### config.mk
export PLATFORM = sky130hd
export DESIGN_NAME = i2s_target
export DESIGN_NICKNAME = d
export VERILOG_FILES = /design/src/rtl/i2s_pkg.sv /design/src/rtl/i2s_sync_edge.sv /design/src/rtl/i2s_target.sv
export SDC_FILE = /design/constraint.sdc
export NUM_CORES = 1
export LEC_CHECK = 0
export CAP_MARGIN = 20
export CELL_PAD_IN_SITES_DETAIL_PLACEMENT = 1
export CELL_PAD_IN_SITES_GLOBAL_PLACEMENT = 2
export CORE_MARGIN = 4
export CORE_UTILIZATION = 34
export CTS_BUF_LIST = sky130_fd_sc_hd__clkbuf_4
export DETAILED_ROUTE_END_ITERATION = 10
export PLACE_DENSITY_LB_ADDON = 0.1
export SLEW_MARGIN = 20
export SYNTH_ARGS = -nofsm -noshare
export SYNTH_HDL_FRONTEND = slang
export SYNTH_SLANG_ARGS = --single-unit
export TNS_END_PERCENT = 50
### constraint.sdc
create_clock -name mclk -period 2.34 [get_ports mclk]
set_clock_uncertainty 0.05 [all_clocks]
set_input_delay 0.468 -clock mclk [delete_from_list [all_inputs] [get_ports mclk]]
set_output_delay 0.468 -clock mclk [all_outputs]
set_load 0.02 [all_outputs]
### src/rtl/i2s_pkg.sv
// Shared definitions for the I2S target.
//   i2s_target_state_t    : slot-tracking state (SYNC, LEFT, RIGHT)
//   I2S_DEFAULT_BIT_DEPTH : default sample width per channel
package i2s_pkg;

  localparam int unsigned I2S_DEFAULT_BIT_DEPTH = 24;

  typedef enum logic [1:0] {
    ST_SYNC  = 2'd0,
    ST_LEFT  = 2'd1,
    ST_RIGHT = 2'd2
  } i2s_target_state_t;

endpackage

### src/rtl/i2s_sync_edge.sv
// Multi-flop synchronizer for one asynchronous input, with an optional
// edge register that produces single-cycle rise/fall events.
//   clk, rst_n  : system clock, async active-low reset
//   d_in        : asynchronous input
//   d_sync      : synchronized level
//   rise, fall  : one-cycle edge events (tied low when EDGE_DETECT = 0)
module i2s_sync_edge #(
  parameter int unsigned SYNC_STAGES = 2,
  parameter bit          EDGE_DETECT = 1'b1
) (
  input  logic clk,
  input  logic rst_n,
  input  logic d_in,
  output logic d_sync,
  output logic rise,
  output logic fall
);

  // Fewer than two stages would not give metastability protection.
  localparam int unsigned STAGES = (SYNC_STAGES < 2) ? 2 : SYNC_STAGES;

  logic [STAGES-1:0] sync_q, sync_d;

  always_comb sync_d = {sync_q[STAGES-2:0], d_in};

  always_ff @(posedge clk or negedge rst_n) begin
    if (!rst_n) sync_q <= '0;
    else        sync_q <= sync_d;
  end

  assign d_sync = sync_q[STAGES-1];

  if (EDGE_DETECT) begin : g_edge
    logic edge_q, edge_d;

    always_comb edge_d = d_sync;

    always_ff @(posedge clk or negedge rst_n) begin
      if (!rst_n) edge_q <= 1'b0;
      else        edge_q <= edge_d;
    end

    assign rise = d_sync & ~edge_q;
    assign fall = ~d_sync & edge_q;
  end else begin : g_no_edge
    assign rise = 1'b0;
    assign fall = 1'b0;
  end

endmodule

### src/rtl/i2s_target.sv
// I2S target (bit clock and word select supplied by the codec), running
// entirely in the mclk domain with bclk/lrclk/sd oversampled as data.
//   mclk, rst_n            : system clock, async active-low reset
//   bclk_in, lrclk_in      : external bit clock / word select (0=left)
//   sd_in, sd_out          : serial data from ADC / to DAC
//   rx_left/right/valid    : received frame, held until rx_ready
//   tx_left/right/valid    : frame to send, accepted when tx_ready
//   rx_overflow            : pulse when a frame is dropped (rx not drained)
//   tx_underflow           : pulse when a frame starts with no tx data
module i2s_target
  import i2s_pkg::*;
#(
  parameter int unsigned BIT_DEPTH   = I2S_DEFAULT_BIT_DEPTH,
  parameter int unsigned SYNC_STAGES = 2
) (
  input  logic                 mclk,
  input  logic                 rst_n,
  input  logic                 bclk_in,
  input  logic                 lrclk_in,
  input  logic                 sd_in,
  output logic                 sd_out,
  output logic [BIT_DEPTH-1:0] rx_left,
  output logic [BIT_DEPTH-1:0] rx_right,
  output logic                 rx_valid,
  input  logic                 rx_ready,
  input  logic [BIT_DEPTH-1:0] tx_left,
  input  logic [BIT_DEPTH-1:0] tx_right,
  input  logic                 tx_valid,
  output logic                 tx_ready,
  output logic                 rx_overflow,
  output logic                 tx_underflow
);

  localparam int unsigned CW = $clog2(BIT_DEPTH + 1);

  logic bclk_rise, bclk_fall, lr_s, sd_s;
  logic bclk_lvl_unused, lr_rise_unused, lr_fall_unused, sd_rise_unused, sd_fall_unused;

  i2s_sync_edge #(.SYNC_STAGES(SYNC_STAGES), .EDGE_DETECT(1'b1)) u_bclk (
    .clk(mclk), .rst_n(rst_n), .d_in(bclk_in),
    .d_sync(bclk_lvl_unused), .rise(bclk_rise), .fall(bclk_fall)
  );
  i2s_sync_edge #(.SYNC_STAGES(SYNC_STAGES), .EDGE_DETECT(1'b0)) u_lrclk (
    .clk(mclk), .rst_n(rst_n), .d_in(lrclk_in),
    .d_sync(lr_s), .rise(lr_rise_unused), .fall(lr_fall_unused)
  );
  i2s_sync_edge #(.SYNC_STAGES(SYNC_STAGES), .EDGE_DETECT(1'b0)) u_sd (
    .clk(mclk), .rst_n(rst_n), .d_in(sd_in),
    .d_sync(sd_s), .rise(sd_rise_unused), .fall(sd_fall_unused)
  );

  i2s_target_state_t    state_q, state_d;
  logic                 lr_prev_q, lr_prev_d;
  logic [CW-1:0]        cnt_q, cnt_d;
  logic [BIT_DEPTH-1:0] rx_word_q, rx_word_d, word_done;
  logic [BIT_DEPTH-1:0] left_stage_q, left_stage_d;
  logic                 left_ok_q, left_ok_d;
  logic [BIT_DEPTH-1:0] rx_left_q, rx_left_d, rx_right_q, rx_right_d;
  logic                 rx_valid_q, rx_valid_d, rx_overflow_q, rx_overflow_d;
  logic                 hold_full_q, hold_full_d, tx_underflow_q, tx_underflow_d;
  logic [BIT_DEPTH-1:0] hold_l_q, hold_l_d, hold_r_q, hold_r_d;
  logic [BIT_DEPTH-1:0] shift_l_q, shift_l_d, shift_r_q, shift_r_d;
  logic                 sd_out_q, sd_out_d, alive_q, alive_d, tx_bit;
  logic                 lr_fall_ev, lr_rise_ev;

  assign lr_fall_ev = bclk_rise &  lr_prev_q & ~lr_s;
  assign lr_rise_ev = bclk_rise & ~lr_prev_q &  lr_s;

  assign tx_ready     = alive_q & ~hold_full_q;
  assign sd_out       = sd_out_q;
  assign rx_left      = rx_left_q;
  assign rx_right     = rx_right_q;
  assign rx_valid     = rx_valid_q;
  assign rx_overflow  = rx_overflow_q;
  assign tx_underflow = tx_underflow_q;

  always_comb begin
    state_d = state_q;
    if (lr_fall_ev)                              state_d = ST_LEFT;
    else if (lr_rise_ev && state_q != ST_RIGHT)  state_d = ST_RIGHT;
  end

  always_comb begin
    lr_prev_d      = lr_prev_q;
    cnt_d          = cnt_q;
    rx_word_d      = rx_word_q;
    left_stage_d   = left_stage_q;
    left_ok_d      = left_ok_q;
    rx_left_d      = rx_left_q;
    rx_right_d     = rx_right_q;
    rx_valid_d     = rx_valid_q;
    rx_overflow_d  = 1'b0;
    tx_underflow_d = 1'b0;
    hold_full_d    = hold_full_q;
    hold_l_d       = hold_l_q;
    hold_r_d       = hold_r_q;
    shift_l_d      = shift_l_q;
    shift_r_d      = shift_r_q;
    sd_out_d       = sd_out_q;
    alive_d        = 1'b1;
    tx_bit         = 1'b0;

    // Current slot word including the bit arriving on this rise; the bit on
    // a change-detecting rise still belongs to the slot that is ending.
    word_done = rx_word_q;
    for (int unsigned i = 0; i < BIT_DEPTH; i++)
      if (cnt_q == CW'(i)) word_done[BIT_DEPTH-1-i] = sd_s;

    if (bclk_rise) begin
      lr_prev_d = lr_s;
      if (lr_fall_ev || lr_rise_ev) begin
        cnt_d     = '0;
        rx_word_d = '0;
      end else begin
        rx_word_d = word_done;
        if (cnt_q < CW'(BIT_DEPTH)) cnt_d = cnt_q + CW'(1);
      end
    end

    if (lr_rise_ev && state_q == ST_LEFT) begin
      left_stage_d = word_done;
      left_ok_d    = 1'b1;
    end

    // Acceptance is applied before a commit so a same-cycle commit reloads.
    if (rx_valid_q && rx_ready) rx_valid_d = 1'b0;
    if (lr_fall_ev && state_q == ST_RIGHT && left_ok_q) begin
      if (rx_valid_q && !rx_ready) begin
        rx_overflow_d = 1'b1;
      end else begin
        rx_left_d  = left_stage_q;
        rx_right_d = word_done;
        rx_valid_d = 1'b1;
      end
    end

    // Transfer to the shifter happens before a same-cycle load of holding.
    if (lr_fall_ev) begin
      if (hold_full_q) begin
        shift_l_d = hold_l_q;
        shift_r_d = hold_r_q;
      end else begin
        shift_l_d      = '0;
        shift_r_d      = '0;
        tx_underflow_d = 1'b1;
      end
      hold_full_d = 1'b0;
    end
    if (tx_valid && tx_ready) begin
      hold_l_d    = tx_left;
      hold_r_d    = tx_right;
      hold_full_d = 1'b1;
    end

    // The receive counter doubles as the transmit bit index: between the
    // change rise and the next rise it reads 0, so each fall shows bit n.
    for (int unsigned i = 0; i < BIT_DEPTH; i++)
      if (cnt_q == CW'(i))
        tx_bit = (state_q == ST_LEFT) ? shift_l_q[BIT_DEPTH-1-i] : shift_r_q[BIT_DEPTH-1-i];
    if (state_q == ST_SYNC) sd_out_d = 1'b0;
    else if (bclk_fall)     sd_out_d = tx_bit;
  end

  always_ff @(posedge mclk or negedge rst_n) begin
    if (!rst_n) begin
      state_q        <= ST_SYNC;
      lr_prev_q      <= 1'b0;
      cnt_q          <= '0;
      rx_word_q      <= '0;
      left_stage_q   <= '0;
      left_ok_q      <= 1'b0;
      rx_left_q      <= '0;
      rx_right_q     <= '0;
      rx_valid_q     <= 1'b0;
      rx_overflow_q  <= 1'b0;
      tx_underflow_q <= 1'b0;
      hold_full_q    <= 1'b0;
      hold_l_q       <= '0;
      hold_r_q       <= '0;
      shift_l_q      <= '0;
      shift_r_q      <= '0;
      sd_out_q       <= 1'b0;
      alive_q        <= 1'b0;
    end else begin
      state_q        <= state_d;
      lr_prev_q      <= lr_prev_d;
      cnt_q          <= cnt_d;
      rx_word_q      <= rx_word_d;
      left_stage_q   <= left_stage_d;
      left_ok_q      <= left_ok_d;
      rx_left_q      <= rx_left_d;
      rx_right_q     <= rx_right_d;
      rx_valid_q     <= rx_valid_d;
      rx_overflow_q  <= rx_overflow_d;
      tx_underflow_q <= tx_underflow_d;
      hold_full_q    <= hold_full_d;
      hold_l_q       <= hold_l_d;
      hold_r_q       <= hold_r_d;
      shift_l_q      <= shift_l_d;
      shift_r_q      <= shift_r_d;
      sd_out_q       <= sd_out_d;
      alive_q        <= alive_d;
    end
  end

endmodule
# After elaboration in Yosys (flattened, before gate mapping)
# Index checks and enable logic that the tools add are counted.
[word_totals] reg_bits=214 in_bits=55 out_inout_bits=53 word_cells=170
[op_classes] n_reduce_logical=17 order_cmp=1 bitwise=13 muxes=90 addsub=1 eq_ne=26
[op_table] operator="two-way mux 1 bit" n=83
[op_table] operator="two-way mux 24 bit" n=3
[op_table] operator="== test 5 x 4 -> 1 bit (second input constant)" n=8
[op_table] operator="== test 5 bit (second input constant)" n=8
[op_table] operator="== test 5 x 3 -> 1 bit (second input constant)" n=4
[op_table] operator="== test 5 x 2 -> 1 bit (second input constant)" n=2
[op_table] operator="two-way mux 5 bit" n=2
[op_table] operator="nonzero test 2 bit" n=4
[op_table] operator="bitwise AND 1 bit" n=7
[op_table] operator="logical AND 1 bit" n=7
[op_table] operator="NOT 1 bit" n=6
[op_table] operator="adder 5 x 1 -> 5 bit (second input constant)" n=1
[op_table] operator="== test 5 x 1 -> 1 bit (second input constant)" n=1
[op_table] operator="zero test 5 bit" n=1
[op_table] operator="< comparator 5 bit (second input constant)" n=1
[op_table] operator="two-way mux 2 bit" n=2
[op_table] operator="AND reduction 2 bit" n=2
[op_table] operator="== test 2 x 1 -> 1 bit (second input constant)" n=1
[op_table] operator="== test 2 bit (second input constant)" n=1
[op_table] operator="zero test 2 bit" n=1
[op_table] operator="inequality test 2 bit (second input constant)" n=1
[op_table] operator="zero test 1 bit" n=1
[op_table] operator="logical OR 1 bit" n=1

# Logic depth before layout (Yosys ltp)
# Gate-level depths: netlist of run 1.
[depth] depth_word=28 mapped_depth=11 mapped_depth_nobuf=9

# Cells and area by module
# A second synthesis of run 1 with hierarchy kept.
[unflattened] hier_cells=853 area_unflattened_um2=9146.3
[by_module_without_submodules] mod="i2s_target" area_each_um2=8918.6 seq_area_each_um2=5180.0 instances=1 cells_each=838
[by_module_without_submodules] mod="i2s_sync_edge at u_lrclk ..." area_each_um2=68.8 seq_area_each_um2=50.0 instances=2 cells_each=5
[by_module_without_submodules] mod="i2s_sync_edge at u_bclk" area_each_um2=90.1 seq_area_each_um2=75.1 instances=1 cells_each=5

# Least setup slack after synthesis of run 1
# Ideal clock, no wire load.
[synth_timing] path_type="flip-flop to flip-flop" start="reg cnt_q[0]" end="reg sd_out_q, in the netlist sd_out" stages_incl_launch_ff=12 required_ns=2.162 n_path_buf=2 arrival_time_ns=2.181 synth_period_minus_slack_ns=2.359 setup_time_ns=0.128 slack_ns=-0.019 path_cell_list="dfrtp_1 > ha_1 > clkbuf_1 > clkbuf_1 > and3_1 > ha_1 > inv_1 > a211oi_1 > a311oi_1 > o311a_1 > o31ai_1 > a21oi_1"
[synth_via] elab_chain_cells=27 word_cells_on_any_way=50 cone_classes="eq/ne: 23; mux: 26; reduce/logical: 1"
[synth_lines] item="from (decl)" line_no="i2s_target.sv:54" source="logic [CW-1:0] cnt_q, cnt_d;"
[synth_lines] item="from (signal assigned)" line_no="i2s_target.sv:187" source="cnt_q <= cnt_d;"
[synth_lines] item="zero test 5 bit" line_no="i2s_target.sv:158" source="if (cnt_q == CW'(i))"
[synth_lines] item="two-way mux 1 bit (23 in series)" line_no="i2s_target.sv:158"
[synth_lines] item="two-way mux 1 bit (*)" line_no="i2s_target.sv:158"
[synth_lines] item="two-way mux 1 bit (*)" line_no="i2s_target.sv:161" source="else if (bclk_fall) sd_out_d = tx_bit;"
[synth_lines] item="two-way mux 1 bit (*)" line_no="i2s_target.sv:160" source="if (state_q == ST_SYNC) sd_out_d = 1'b0;"
[synth_lines] item="to (signal assigned)" line_no="i2s_target.sv:201" source="sd_out_q <= sd_out_d;"
[synth_lines] item="to (decl)" line_no="i2s_target.sv:63" source="logic sd_out_q, sd_out_d, alive_q, alive_d, tx_bit;"
# Mark *: on every way between the ends. The rest lies on a longest branch, timed or not. The select of a mux whose other input is x is not followed.
# A chain may end at the register's enable or synchronous reset.

# Worst setup path after layout of run 1
[layout_timing] start="reg sd_out_q, in the netlist sd_out" end="out sd_out"
[layout_lines] item="to (decl)" line_no="i2s_target.sv:21" source="output logic sd_out,"
# No word-level cell between the ends.

==> results of run 1 <==
==> per-stage QoR <==
step                      utilization [%]  hold WS [ns]
after CTS                           43.31        0.1101
after detailed placement            40.42        0.2879
after global placement              40.42        0.2865
after global routing                43.33        0.1017
final                               43.33        0.1950
after floorplan                         -        0.1224
==> state kept, by name, summed over array words and instances (netlist names), 2 cells and up <==
name            cells
u_bclk.sync_q       2
left_stage_q       24
shift_r_q          24
rx_word_q          24
state_q             2
u_lrclk.sync_q      2
shift_l_q          24
rx_left            24
u_sd.sync_q         2
hold_l_q           24
rx_right           24
hold_r_q           24
cnt_q               5
==> power by group <==
group          internal [W]  switching [W]
combinational       0.00111        0.00125
sequential          0.00464       0.000570
clock               0.00185        0.00152
==> worst register-to-register path: stages, from the launching register on <==
cell,delay (ns)
dfrtp_1,0.41
inv_1,0.09
ha_1,0.34
buf_4,0.24
a2111oi_2,0.23
a31oi_1,0.07
o311a_1,0.32
o31ai_1,0.24
a21oi_1,0.06
==> cells by family after synthesis <==
| family | after synthesis | synth area share [%] |
|---|---|---|
| AND/OR/NAND/NOR | 258 | 12.48 |
| flip-flops | 214 | 58.04 |
| AO/OA/AOI/OAI | 202 | 12.18 |
| multiplexers | 107 | 12.60 |
| buffers and inverters | 77 | 3.797 |
| adder cells (fa/ha/maj) | 5 | 0.6781 |
| XOR/XNOR | 2 | 0.1899 |
| other | 1 | 0.04064 |
==> cells in the final DEF, fill, tap and decap left out, drive strengths merged, types with 7 or more instances in the layout <==
cell           synthesis  final
a21oi                 47     47
o21ai                118    118
clkinv                 0     15
clkbuf                45     90
nand3                  7      7
mux2                  73     73
clkdlybuf4s50          0    105
inv                   13     14
nor2                  36     36
dfrtp                214    214
buf                   19     42
nand2                172    172
mux2i                 34     34
==> Yosys cell counts, types with 5 or more instances <==
master    instances
a21oi_1          47
a22o_1            6
and3_1            5
buf_2            10
buf_4             5
clkbuf_1         45
dfrtp_1         214
ha_1              5
inv_1            13
mux2_2           71
mux2i_1          34
nand2_1         172
nand2b_1          6
nand3_1           7
nor2_1           36
o21ai_0         118
o22ai_1           6
==> repair_timing <==
| action | CTS | global route |
|---|---|---|
| setup buffers | 0 | 0 |
| resized for setup | 1 | 1 |
| setup endpoints to repair | 1 | 1 |
| hold buffers | 1 | 0 |
| endpoints found under the hold margin | 57 | 0 |
| cloned | 0 | 0 |
==> cell type report <==
class | count | area share (%)
timing repair buffer | 149 | 12.75
tap | 341 | 3.674
clock inverter | 17 | 0.7865
antenna | 1 | 0.02155
sequential | 214 | 46.11
multi-input combinational | 575 | 30.42
clock buffer | 90 | 5.818
inverter | 13 | 0.4202
==> how the worst max path moves through the flow <==
stage / from / endpoint / slack, ns / cells past startpoint
after floorplan: cnt_q[0] / sd_out / 0.06 / 11
after global placement: cnt_q[0] / sd_out / 0.13 / 8
after detailed placement: cnt_q[0] / sd_out / 0.08 / 9
after CTS: sd_out / sd_out / 0.02 / 1
after global routing: cnt_q[0] / sd_out / 0.01 / 8
final: sd_out / sd_out / 0.13 / 1
==> metal layers <==
metal / GRT usage (%) / share of wire, % / wire, µm
met5: 0 / 0 / 0
met4: 5.421 / 2.3 / 530
met3: 3.607 / 4.2 / 984
met2: 26.12 / 48 / 11170
met1: 20.22 / 46 / 10590
==> impl_metrics.csv, run 1 <==
group,metric,value,unit
floorplan,ios,108,
worst_setup_path,critical_path_class,"flop to primary output",
worst_setup_path,cp.required,1.82,ns
worst_setup_path,crit_path_max_incr_delay,0.63,ns
sta,relSlewSlack,39.35,%
floorplan,die_w,172.7,µm
route,dr.pass1.iters,4,
final_layout,fillers,2978,
grt,grt.overflow.total,0,
grt,antenna_found_initial,1,
clock_network,clkSinkCount,214,
yosys,yosysUniqueCellTypes,59,
outcome,status,"completed",
hold_path,min_path_cells,1,
route,dr_total_vias,6831,
power,finalPower,0.01094,W
route,drtIter0Drc,290,
place,place_congestion,0.8794,
job,drv_cap,0,
route,routed_wl,23270,µm
yosys,yosys_warnings,0,
route,ant_nets,0,
clock_network,clk_latency,0.67,ns
floorplan,die_area,29840,µm²
hold_path,min_delay_worst_endpoint,"u_sd.sync_q[0]",
yosys,synth_flop_cell,"dfrtp_1",
floorplan,coreArea,26800,µm²
sta,fin_crit_sh,94.56,%
grt,grt.total_usage,15.67,%
power,cellPowerDensity,941.9,nW/µm²
sta,max_clock_freq,452.0,MHz
route,via_per_inst,4.879,
clock_network,cts_buffers,60,
floorplan,initial_core_util,34.43,%
sta,worstMarginPinSlew,0.9098,ns
worst_setup_path,cp_slowest_cell,"clkdlybuf4s50_1",
grt,grt_pass1_wl,39250,µm
yosys,ys_ff_latch,214,
floorplan,die_y,172.7,µm
final_layout,multi_input_area,3533,µm²
power,p_leak,5.319,nW
worst_setup_path,rr_startpoint,"cnt_q[0]",
yosys,postSynthCellCount,866,
final_layout,drive_above_1_share,20.42,%
sta,final.min_clock_period,2.213,ns
route,wl_per_cell,16.62,µm
clock_network,clk_path_buf_depth,3,
yosys,synth_top_area_share,58.04,%
power,peakVddDrop,0.4421,mV
hold_path,worstHoldStart,"sd_in",
sta,timing.final.ws_setup,0.1274,ns
yosys,yosysTopAreaCell,"dfrtp_1",
route,drc,0,
final_layout,instances_no_fill,1400,
final_layout,fin_area,11610,µm²
sta,tns,0,ns
sta,setup_viol_count_final,0,
worst_setup_path,path_cells,"clkdlybuf4s50_1",
worst_setup_path,crit_fanout,2,
clock_network,clkSlewWorstSetupHoldPaths,0.06,ns
worst_setup_path,arrival,1.69,ns
clock_network,cts_max_level,2,
sta,final-hold-violation-count,0,
final_layout,final_nets,1073,
place,placed_cell_area,10830,µm²
floorplan,row_count,60,
place,post-dp-hpwl,16590,µm
sta,maxSlewViolCount,0,
worst_setup_path,end_kind,"primary output",
grt,grt_max_degree,99,
place,place_inst,1291,
yosys,seq_area_frac_synth,58.04,%
worst_setup_path,rrSetupSlack,0.18,ns
hold_path,hold_path_class,"input port to flop",
yosys,syn_area_per_cell,10.65,µm²
sta,rsz0062_at_grt,"no",
yosys,synth_edf_count,0,
place,pre_cts_ws,0.08329,ns
worst_setup_path,crit_family,"buffers and inverters",
yosys,async_flop_share,100.0,%
worst_setup_path,cp-start-kind,"flop",
clock_network,cts_tree,"yes",
yosys,netlist_area,9226,µm²
final_layout,areaGrowthSynthToFinish,25.87,%
grt,grt_pass1_vias,7563,
worst_setup_path,r2r_cells,8,
worst_setup_path,r2r_end,"sd_out",
yosys,synth_nets,926,
worst_setup_path,cp.buffers_inverters,1,
place,port_buffers,107,
clock_network,cts_root_buf,"clkbuf_4",
yosys,synth.area.top_cells,"dfrtp_1, mux2_2, nand2_1",
final_layout,seq_area,5355,µm²
Power figures use the tool's default switching activity.
==> run 2, diff against run 1 <==
--- a/config.mk
+++ b/config.mk
@@ -13,8 +13,8 @@
 export CTS_BUF_LIST = sky130_fd_sc_hd__clkbuf_4
 export DETAILED_ROUTE_END_ITERATION = 10
 export PLACE_DENSITY_LB_ADDON = 0.1
+export REMOVE_ABC_BUFFERS = 1
 export SLEW_MARGIN = 20
 export SYNTH_ARGS = -nofsm -noshare
 export SYNTH_HDL_FRONTEND = slang
 export SYNTH_SLANG_ARGS = --single-unit
-export TNS_END_PERCENT = 50
==> run 2 against run 1 <==
Critical path depth up 7. Maximum frequency down 0.21%. Non-clock buffer count down 7. Worst setup slack worse by 0.0046 ns. Via count up 0.10%. Critical endpoint is now sd_out. Largest power group unchanged.
==> impl_metrics.csv, run 2 (synthesized netlist as in run 1, its figures left out) <==
group,metric,value,unit
sta,max_clock_freq,451.0,MHz
route,routed_wl,23130,µm
final_layout,final_cell_mix,"dfrtp_1, nand2_1, o21ai_0, clkdlybuf4s50_1, clkbuf_4",
sta,hold_ws,0.2020,ns
route,wl_met1,10560,µm
hold_path,min_delay_worst_endpoint,"u_lrclk.sync_q[0]",
final_layout,final_nets,1066,
sta,worstMarginPinSlew,0.9840,ns
worst_setup_path,cp_slowest_cell,"or3b_2",
floorplan,die_w,172.7,µm
worst_setup_path,rrSetupSlack,0.12,ns
worst_setup_path,end_kind,"flop",
sta,setup_viol_count_final,0,
route,wl_per_cell,16.59,µm
clock_network,clk_latency,0.67,ns
power,finalPower,0.01087,W
floorplan,coreArea,26800,µm²
sta,relSlewSlack,34.40,%
clock_network,cts_root_buf,"clkbuf_4",
sta,timing.final.ws_setup,0.1228,ns
sta,rsz0062_at_grt,"no",
clock_network,clkSlewWorstSetupHoldPaths,0.07,ns
floorplan,die_y,172.7,µm
place,pre_cts_ws,0.1006,ns
place,post-dp-hpwl,15940,µm
route,top_layer,"met4",
worst_setup_path,cp.required,2.88,ns
worst_setup_path,critical_path_class,"flop to flop",
route,via_per_inst,4.905,
sta,fin_crit_sh,94.75,%
sta,final-hold-violation-count,0,
floorplan,ios,108,
clock_network,clk_path_buf_depth,3,
place,placed_cell_area,10760,µm²
sta,tns,0,ns
worst_setup_path,crit_path_max_incr_delay,0.52,ns
route,wl_met3,917,µm
worst_setup_path,arrival,2.76,ns
final_layout,fin_area,11520,µm²
power,cellPowerDensity,942.9,nW/µm²
worst_setup_path,cp-start-kind,"flop",
worst_setup_path,crit_fanout,5,
worst_setup_path,crit_family,"compound AO/OA/AOI/OAI gates",
place,place_congestion,0.8390,
route,drc,0,
final_layout,drive_above_1_share,20.27,%
clock_network,post_cts_buffers,0,
route,drtIter0Drc,288,
clock_network,cts_buffers,60,
route,ant_nets,0,
hold_path,hold_path_class,"input port to flop",
final_layout,areaGrowthSynthToFinish,24.91,%
job,drv_cap,0,
power,peakVddDrop,0.3824,mV
grt,grt_pass1_wl,39450,µm
worst_setup_path,r2r_end,"sd_out",
grt,grt_max_degree,99,
route,dr_total_vias,6838,
worst_setup_path,path_cells,"inv_1 -> ha_1 -> nand2b_1 -> or3b_2 -> o21ai_0 -> a211oi_1 -> a211o_1 -> a21oi_1",
hold_path,min_path_cells,1,
final_layout,layout_commonest_cell,"dfrtp_1",
grt,grt.total_usage,15.64,%
worst_setup_path,r2r_cells,8,
route,wl_met2,11170,µm
clock_network,clkSinkCount,214,
sta,final.min_clock_period,2.217,ns
floorplan,initial_core_util,34.43,%
sta,maxSlewViolCount,0,
worst_setup_path,rr_startpoint,"cnt_q[0]",
grt,grt.overflow.total,0,
grt,antenna_found_initial,1,
hold_path,worstHoldStart,"lrclk_in",
worst_setup_path,cp.buffers_inverters,1,
place,port_buffers,107,
route,dr.pass1.iters,4,
floorplan,row_count,60,
floorplan,die_area,29840,µm²
power,p_leak,5.274,nW
clock_network,cts_tree,"yes",
outcome,status,"completed",
grt,grt_pass1_vias,7584,
clock_network,cts_max_level,2,
-- run 2: final cells by class --
cell class              instances  area, µm²
clock inverters                17      66.31
clock buffers                  90      675.6
multi-input cells             575       3543
diodes                          2      5.005
repair buffers                142       1403
inverters                      13      48.80
fillers                      2998      15280
well taps                     341      426.7
flip-flops and latches        214       5356
-- run 2: metal layers --
layer	global-route usage, %	vias to the layer above
met5	0	-
met4	5.421	0
met3	3.367	41
met2	26.17	142
met1	20.26	3369
li1	-	3286
-- run 2: how the worst max path moves through the flow --
stage                                     from         end  cells after the start
after detailed placement              cnt_q[1]      sd_out                      7
after CTS                               sd_out      sd_out                      1
after global placement                cnt_q[0]      sd_out                      8
after global routing                    sd_out      sd_out                      1
final                                 cnt_q[0]      sd_out                      8
after floorplan           u_bclk.g_edge.edge_q  rx_left[0]                      5
-- run 2: metrics by stage --
stage / utilization [%] / cells
after global placement: 40.13 / 1284
after CTS: 42.93 / 1392
after floorplan: - / 802
after detailed placement: 40.13 / 1284
after global routing: 43.00 / 1394
final: 43.00 / 1394
-- run 2: worst register-to-register path: stages, from the launching register on --
cell and delay, ns:
dfrtp_2 0.44, inv_1 0.10, ha_1 0.20, nand2b_1 0.12, or3b_2 0.52, o21ai_0 0.19, a211oi_1 0.07, a211o_1 0.30
a21oi_1 0.13
-- run 2: power by group --
part           total [W]  switching, W  leakage (nW)  internal (W)
clock network    0.00329       0.00154         0.451       0.00174
registers        0.00521      0.000576          2.69       0.00464
logic            0.00237       0.00125          2.13       0.00111
total             0.0109       0.00337          5.27       0.00749
-- run 2: repair_timing --
action                                  4_1_cts  5_1_grt
endpoints found under the hold margin        49        0
resized for setup                             1        4
endpoints found under the setup margin        1        1
hold buffers                                  1        0
pin swaps                                     0        0
gates cloned                                  0        0
